<file path="config.mk">
export PLATFORM = sky130hd
export DESIGN_NAME = swing_ctrl
export DESIGN_NICKNAME = d
export VERILOG_FILES = /design/src/rtl/swing_ctrl.sv
export SDC_FILE = /design/constraint.sdc
export NUM_CORES = 1
export LEC_CHECK = 0
export ABC_AREA = 1
export CORE_MARGIN = 3
export CORE_UTILIZATION = 40
export DETAILED_ROUTE_END_ITERATION = 10
export PLACE_DENSITY = 0.58
export SYNTH_ARGS = -nofsm -noshare
export SYNTH_HDL_FRONTEND = slang
export SYNTH_SLANG_ARGS = --single-unit
export TNS_END_PERCENT = 30
</file>
<file path="constraint.sdc">
create_clock -name sclk -period 5.98 [get_ports sclk]
set_clock_uncertainty 0.1 [all_clocks]
set_input_delay 1.196 -clock sclk [delete_from_list [all_inputs] [get_ports sclk]]
set_output_delay 1.196 -clock sclk [all_outputs]
set_load 0.02 [all_outputs]
</file>
<file path="src/rtl/swing_ctrl.sv">
// Balance-rail swing controller: synced/debounced pins, swing FSM, decaying ADJUST oscillation.
// Optional macro SWING_AUTORESTART_EN: ADJUST completion returns to WAIT instead of IDLE.
module swing_ctrl #(
    parameter int ROUND    = 6,
    parameter int CNT_W    = 4,
    parameter int TMR_W    = 27,
    parameter int PERIOD   = 100_000_000,
    parameter int MIN_HP   = 1_000_000,
    parameter int DECAY_SH = 3,
    parameter int DEB_LEN  = 16,
    parameter int TIMEOUT  = 100_000_000
) (
    input  logic             sclk,
    input  logic             s_rst_n,
    input  logic             key,
    input  logic             catcher,
    input  logic             jockey_r,
    input  logic             jockey_l,
    input  logic             abort,
    output logic             direct,
    output logic             enable,
    output logic             busy,
    output logic             fault,
    output logic [CNT_W-1:0] round_cnt,
    output logic [2:0]       state
);

    localparam logic [6:0] ST_IDLE  = 7'b0000001;
    localparam logic [6:0] ST_BAL   = 7'b0000010;
    localparam logic [6:0] ST_WAIT  = 7'b0000100;
    localparam logic [6:0] ST_AUTOR = 7'b0001000;
    localparam logic [6:0] ST_AUTOL = 7'b0010000;
    localparam logic [6:0] ST_ADJ   = 7'b0100000;
    localparam logic [6:0] ST_FAULT = 7'b1000000;

    localparam int              DB_W     = $clog2(DEB_LEN) + 1;
    localparam logic [DB_W-1:0] DEB_LAST = DB_W'(DEB_LEN - 1);
    localparam logic [DB_W-1:0] DB_ONE   = DB_W'(1);

    localparam logic [TMR_W-1:0] PERIOD_C = TMR_W'(PERIOD);
    localparam logic [TMR_W-1:0] MIN_HP_C = TMR_W'(MIN_HP);
    localparam logic [TMR_W-1:0] TO_LAST  = TMR_W'(TIMEOUT - 1);
    localparam logic [TMR_W-1:0] T_ONE    = TMR_W'(1);
    localparam logic [CNT_W-1:0] ROUND_C  = CNT_W'(ROUND);
    localparam logic [CNT_W-1:0] C_ONE    = CNT_W'(1);

    function automatic logic [2:0] encode_state(input logic [6:0] oh);
        logic [2:0] code;
        code = '0;
        for (int i = 0; i < 7; i++) begin
            if (oh[i]) code = 3'(i);
        end
        return code;
    endfunction

    // Bit 0 is key (idles low); bits 1..3 are catcher, jockey_r, jockey_l (idle high).
    logic [3:0]      sync1_q, sync2_q;
    logic            key_prev_q;
    logic [2:0]      deb_q, deb_d;
    logic [DB_W-1:0] cnt_q [3];
    logic [DB_W-1:0] cnt_d [3];

    logic [6:0]       state_q, state_d;
    logic [CNT_W-1:0] round_q, round_d;
    logic [TMR_W-1:0] dwell_q, dwell_d;
    logic [TMR_W-1:0] hp_q, hp_d, ph_q, ph_d;
    logic             dir_a_q, dir_a_d;

    logic             state_o_unused;
    logic [2:0]       state_o_q;
    logic             direct_o_q, enable_o_q, busy_o_q, fault_o_q;
    logic [CNT_W-1:0] round_o_q;

    logic             key_edge, catch_hit, jr_hit, jl_hit, both_hit;
    logic             dwell_exp, in_timed, ph_wrap, adj_done;
    logic [TMR_W-1:0] hp_dec, hp_new;
    logic [CNT_W-1:0] round_inc;

    assign state_o_unused = 1'b0;

    always_comb begin
        deb_d = deb_q;
        for (int i = 0; i < 3; i++) begin
            cnt_d[i] = '0;
            if (sync2_q[i+1] != deb_q[i]) begin
                if (cnt_q[i] == DEB_LAST) deb_d[i] = sync2_q[i+1];
                else                      cnt_d[i] = cnt_q[i] + DB_ONE;
            end
        end
    end

    assign key_edge  = sync2_q[0] & ~key_prev_q;
    assign catch_hit = ~deb_q[0];
    assign jr_hit    = ~deb_q[1];
    assign jl_hit    = ~deb_q[2];
    assign both_hit  = jr_hit & jl_hit;
    assign in_timed  = |(state_q & (ST_BAL | ST_AUTOR | ST_AUTOL));
    assign dwell_exp = in_timed && (dwell_q == TO_LAST);
    assign round_inc = round_q + C_ONE;

    assign hp_dec   = hp_q >> DECAY_SH;
    assign hp_new   = hp_q - hp_dec;
    assign ph_wrap  = (ph_q == hp_q - T_ONE);
    assign adj_done = (state_q == ST_ADJ) && ph_wrap &&
                      ((hp_new < MIN_HP_C) || (hp_dec == '0));

    // Abort overrides fault conditions, which override normal progress.
    always_comb begin
        state_d = state_q;
        round_d = round_q;
        case (state_q)
            ST_IDLE:  if (key_edge) state_d = ST_BAL;
            ST_BAL: begin
                if (dwell_exp)      state_d = ST_FAULT;
                else if (catch_hit) state_d = ST_WAIT;
            end
            ST_WAIT:  if (key_edge) state_d = ST_AUTOR;
            ST_AUTOR: begin
                if (both_hit || dwell_exp) state_d = ST_FAULT;
                else if (jr_hit) begin
                    state_d = ST_AUTOL;
                    round_d = round_inc;
                end
            end
            ST_AUTOL: begin
                if (both_hit || dwell_exp) state_d = ST_FAULT;
                else if (jl_hit) begin
                    round_d = round_inc;
                    state_d = (round_inc == ROUND_C) ? ST_ADJ : ST_AUTOR;
                end
            end
            ST_ADJ: begin
                if (adj_done) begin
`ifdef SWING_AUTORESTART_EN
                    state_d = ST_WAIT;
                    round_d = '0;
`else
                    state_d = ST_IDLE;
`endif
                end
            end
            ST_FAULT: if (key_edge) state_d = ST_IDLE;
            default:  state_d = ST_IDLE;
        endcase
        if (abort) state_d = ST_IDLE;
        if (state_d == ST_IDLE) round_d = '0;
    end

    always_comb begin
        dwell_d = '0;
        if (in_timed && (state_d == state_q)) dwell_d = dwell_q + T_ONE;
    end

    // Timers are live only while staying in ADJUST; any exit clears them.
    always_comb begin
        hp_d    = hp_q;
        ph_d    = ph_q + T_ONE;
        dir_a_d = dir_a_q;
        if (state_d != ST_ADJ) begin
            hp_d    = '0;
            ph_d    = '0;
            dir_a_d = 1'b0;
        end else if (state_q != ST_ADJ) begin
            hp_d    = PERIOD_C;
            ph_d    = '0;
            dir_a_d = 1'b1;
        end else if (ph_wrap) begin
            hp_d    = hp_new;
            ph_d    = '0;
            dir_a_d = ~dir_a_q;
        end
    end

    always_ff @(posedge sclk or negedge s_rst_n) begin
        if (!s_rst_n) begin
            sync1_q    <= 4'b1110;
            sync2_q    <= 4'b1110;
            key_prev_q <= 1'b0;
            deb_q      <= 3'b111;
            for (int i = 0; i < 3; i++) cnt_q[i] <= '0;
            state_q    <= ST_IDLE;
            round_q    <= '0;
            dwell_q    <= '0;
            hp_q       <= '0;
            ph_q       <= '0;
            dir_a_q    <= 1'b0;
        end else begin
            sync1_q    <= {jockey_l, jockey_r, catcher, key};
            sync2_q    <= sync1_q;
            key_prev_q <= sync2_q[0];
            deb_q      <= deb_d;
            for (int i = 0; i < 3; i++) cnt_q[i] <= cnt_d[i];
            state_q    <= state_d;
            round_q    <= round_d;
            dwell_q    <= dwell_d;
            hp_q       <= hp_d;
            ph_q       <= ph_d;
            dir_a_q    <= dir_a_d;
        end
    end

    // Output register: one cycle behind the internal state.
    always_ff @(posedge sclk or negedge s_rst_n) begin
        if (!s_rst_n) begin
            state_o_q  <= '0;
            direct_o_q <= 1'b0;
            enable_o_q <= 1'b0;
            busy_o_q   <= 1'b0;
            fault_o_q  <= 1'b0;
            round_o_q  <= '0;
        end else begin
            state_o_q  <= encode_state(state_q);
            direct_o_q <= (state_q == ST_AUTOR) ||
                          ((state_q == ST_ADJ) && dir_a_q) || state_o_unused;
            enable_o_q <= |(state_q & (ST_BAL | ST_AUTOR | ST_AUTOL | ST_ADJ));
            busy_o_q   <= !((state_q == ST_IDLE) || (state_q == ST_FAULT));
            fault_o_q  <= (state_q == ST_FAULT);
            round_o_q  <= round_q;
        end
    end

    assign state     = state_o_q;
    assign direct    = direct_o_q;
    assign enable    = enable_o_q;
    assign busy      = busy_o_q;
    assign fault     = fault_o_q;
    assign round_cnt = round_o_q;

endmodule
</file>
Word level (Yosys, flattened, before mapping)
Cells that the tools add are included.
- input bits: 7
- bits in registers: 131
- output and inout port bits: 11
- logic and storage cells: 120
- equal/unequal tests: 24
- bitwise operators: 6
- order comparisons: 1
- add/sub/neg operators: 8
- mux-type cells: 41
- reduce and logical (&&, ||, !) cells: 19
- operator list (operator ; count):
    $mux 27 ; 7
    $mux 7 ; 11
    $add 27x1->27 const B ; 2
    $pmux 7 s7 ; 1
    $mux 5 ; 6
    $eq 27x27->1 ; 1
    $eq 27x27->1 const B ; 1
    $logic_not 27->1 ; 1
    $lt 27x20->1 const B ; 1
    $sub 27x1->27 const B ; 1
    $sub 27x24->27 ; 1
    $mux 4 ; 5
    $add 5x1->5 const B ; 3
    $eq 5x4->1 const B ; 3
    $mux 3 ; 5
    $eq 7x1->1 const B ; 2
    $ne 7x6->1 const B ; 2
    $ne 3x3->1 const B ; 4
    $pmux 4 s2 ; 1
    $eq 7x2->1 const B ; 1
    $eq 7x3->1 const B ; 1
    $eq 7x4->1 const B ; 1
    $eq 7x5->1 const B ; 1
    $eq 7x6->1 const B ; 1
    17 further kinds ; 36

Longest topological paths before layout
- word-level depth: 10
- mapped depth: 25
- gate-level depth less buffers: 24

Worst setup path before layout
Ideal clock, no wire load.
- path kind: reg-to-reg
- from: reg hp_q[0]
- to: reg ph_q[7]
- buffers on the path: 1
- library setup time: 0.069 ns
- data arrival time: 2.734 ns
- setup slack: 3.076 ns
- clock period less this slack: 2.904 ns
- cell stages (with the launch flop): 22
- data required time: 5.811 ns
- cells stage by stage: dfrtp_1 inv_1 ha_1 fa_1 inv_1 nand3_1 nand3_1 nand2_1 nand2_1 nand2_1 nand2_1 nand2_1 nand2_1 nand3_1 nor3_1 nand2_1 nand2_1 nand2_1 a21oi_4 nand3_4 buf_6 nor2_2
- cells in the longest elaborated chain, start to end: 9
- elaborated cells between the ends (all ways): 14
- classes of those cells: add/sub (2); order compare (1); eq/ne (2); mux (6); reduce/logical (3)
- ends and longest elaborated chain (element ; line ; RTL):
    start: declaration ; 66 ; logic [TMR_W-1:0] hp_q, hp_d, ph_q, ph_d;
    start signal: assignment ; 196 ; hp_q <= hp_d;
    $sub 27x24->27 / $sub 27x1->27 (equally long branches) ; 102, 103 ;
    $lt 27x20->1 / $eq 27x27->1 (equally long branches) ; 105, 103 ;
    $logic_or 1x1->1 / $logic_and 1x1->1 (equally long branches) ; 105, 104 ;
    $logic_and 1x1->1 ; 104 ; assign adj_done = (state_q == ST_ADJ) && ph_wrap &&
    $mux 7 ; 133 ; if (adj_done) begin
    $pmux 7 s7 ; 111 ; case (state_q)
    $mux 7 ; 145 ; if (abort) state_d = ST_IDLE;
    $ne 7x6->1 ; 159 ; if (state_d != ST_ADJ) begin
    $mux 27 * ; 159 ;
    via ph_d[7] ; 66 ;
    end signal: assignment ; 197 ; ph_q <= ph_d;
    end: declaration ; 66 ;
Mark *: on every way through the listed nets, which the timed path passes. The rest lies on a longest branch.
A chain may end at the register's enable or synchronous reset.

Worst setup path in the final report
- from: reg hp_q[21]
- to: reg ph_q[26]
The elaborated chain is that of the path after synthesis.

==> metrics.txt <==
Vias per Instance 4.94; DRC 0; Resized Gates After CTS 0; GR Util All Layers 19.0%; number of I/O pins 18; Final Hold Fails 0; Ys Warns 0; Sequential Power Share 24.8%; Worst-Skew Late Latency 0.43 ns; # rows 55; first-pass GRT wire length 39.9 mm; worst slew pin tran 0.784 ns; post-CTS setup buffer count 0; Data required, critical path 6.22 ns; CTS tree yes; area grow syn2layout 11.1%; Sum Neg Setup Slack 0 ns; Cell Pwr Density 410 nW/um^2; peak supply drop 0.000208 V; core area 22800 um^2; antenna fix cells 0; status finished, final reports clean; Worst Setup Path Type reg -> reg; die footprint 25400 um^2; Wirelength per Cell 13.7 um; NetSw 2060 uW; cell taking the most area after synthesis dfrtp_1; total grt overflow 0; Critical Path Sink Type flip-flop; DR iter-0 viols 590; CTS clk-pin slew, worst paths 0.06 ns; Syn Inst Count 1377; Die Y 159 um; Area contributors post-synth dfrtp_1 (32%), nand2_1 (15%), inv_1 (8.7%); Buffers on Ports 17; number of routed nets with antenna violations 0; Syn Nets 1417; Comb pwr share 51.6%; Syn Std Cell Area 9400 um^2; HP Class reg -> reg; Max Root-Sink Buffers 2; Crit Path Max Fanout 27; Num CTS Buffers 17; # H-tree levels 4; crit path time final 3.87 ns; Total Wirelength 23.6 mm; CTS sink cnt 131; Post-synth EDFFs 0; Fmax achieved 0.258 GHz; final worst slack 2.11 ns; die width 159 um; vias in the first global route 8126; top-area cell type share of the netlist area 32.2%; clock power share 23.6%; WP data arrival 4.11 ns; hold depth 0; sequential-to-total area share from yosys stat 35.0%; Placer Congestion 0.946; Mapped Avg Cell Area 6.83 um^2; vias 8518; RSZ-0062 raised after global routing no; Post-synth top flop dfrtp_1; final setup fails 0; final max-slew violation count 0; Nets 1439; async set-reset flop share out of synthesis 100%; Netlist cell types 43; Starting Density 41.1%; Inst Count DP 1693; post-route non-filler standard cell count 1725; hpwl dp 18.3 mm; synth cell count leaders nand2_1 (379), inv_1 (218), nor2_1 (194); pre-CTS setup slack 2.09 ns; max-cap viol count 0; # fillers 2413; LEAKAGE 0.00540 uW; crit start category flip-flop; layout cell share with drive strength beyond 1 6.23%; Slew Limit Headroom 47.7%; largest net degree at the start of global routing 86; DRT Pass-1 Iters 6; Net Sw Frac 48.0%; Yosys reg bits 131; cell with the most instances after synthesis nand2_1; Final Cycle Share 64.7%; FF-to-FF path depth 17; initial antenna violation count 0; Root Buffer clkbuf_16; Hold Buf Count CTS 0; internal power 2230 uW
kinds of logic (layout without fill, tap and decap cells):
family          Yosys count  after routing  share of synthesized area, %
compound gates           79             79                          4.74
fa+ha+maj                33             33                          4.47
simple gates            807            807                          37.6
buf+inv                 238            273                          9.86
mux                       2              2                         0.240
flops                   131            131                          35.0
xor+xnor                 87             87                          8.11
worst max-delay path, cell delays in order (launching register included):
cell and delay, ns:
dfrtp_1 0.57, inv_1 0.16, ha_1 0.47, nand2_1 0.10
nor2_1 0.22, nand4_1 0.18, nand3b_1 0.24, nand2_1 0.10
nand2_1 0.05, nand2_1 0.12, nor2_1 0.05, nand2_1 0.06
nor2_1 0.04, nand2_1 0.06, nand2_1 0.10, a21oi_4 0.46
nand3_4 0.46, nor2_1 0.20
cell type report:
| cell class | instances | area (um^2) | share of cell area [%] |
|---|---|---|---|
| clock buffers | 17 | 425 | 4.07 |
| clock inverters | 15 | 136 | 1.31 |
| inverters | 223 | 837 | 8.02 |
| multi-input cells | 1008 | 5180 | 49.6 |
| flip-flops and latches | 131 | 3290 | 31.5 |
| well taps | 313 | 392 | 3.75 |
| repair buffers | 18 | 179 | 1.71 |
cell usage in the layout (no fill, tap or decap), types with 23 or more instances in the layout:
cell / n
dfrtp_1: 121
nand2_1: 379
o21ai_0: 23
a21oi_1: 37
nor2_1: 194
xor2_1: 68
nand4_1: 52
nor3_1: 29
ha_1: 32
nand3_1: 98
inv_1: 218
metrics by stage:
step | area [um^2] | hold WS, ns | utilization (%) | total power (uW)
after floorplan | 9400 | 0.231 | - | 2710
after global placement | 9880 | 0.235 | 43.2 | 3250
after detailed placement | 9880 | 0.237 | 43.2 | 3250
after CTS | 10400 | 0.251 | 45.7 | 4280
after global routing | 10400 | 0.260 | 45.7 | 4670
final | 10400 | 0.248 | 45.7 | 4280
power by group through the flow:
stage	clock (uW)	sequential (uW)	combinational, uW
2_1_floorplan	0	1050	1660
3_3_place_gp	0	1070	2170
3_5_place_dp	0	1080	2180
4_1_cts	1030	1060	2190
5_1_grt	1070	1070	2530
6_report	1010	1060	2210
routing by layer:
metal	track usage, %	routed length [um]	vias to the layer above
li1	-	-	4392
met1	27.4	11900	3937
met2	29.4	10300	156
met3	3.02	906	33
met4	5.57	506	0
met5	0	0	-
worst paths after layout:
check                           startpoint  slack (ns)           to
worst max-delay path              hp_q[21]        2.11     ph_q[26]
worst min-delay path            sync1_q[0]        0.25   sync2_q[0]
worst max register to register    hp_q[21]        2.11     ph_q[26]
worst min register to register  sync1_q[0]        0.25   sync2_q[0]
max in group asynchronous          s_rst_n        3.97  dwell_q[24]
min in group asynchronous          s_rst_n        0.70     cnt_q[0]
flip-flops by register name (all words and copies together), names as in the netlist, 3 cells and up:
name	flops
state	3
round_q	4
ph_q	27
hp_q	27
sync1_q	4
deb_q	3
round_cnt	4
cnt_q	15
dwell_q	27
state_q	7
sync2_q	4
Power figures use the tool's default switching activity.
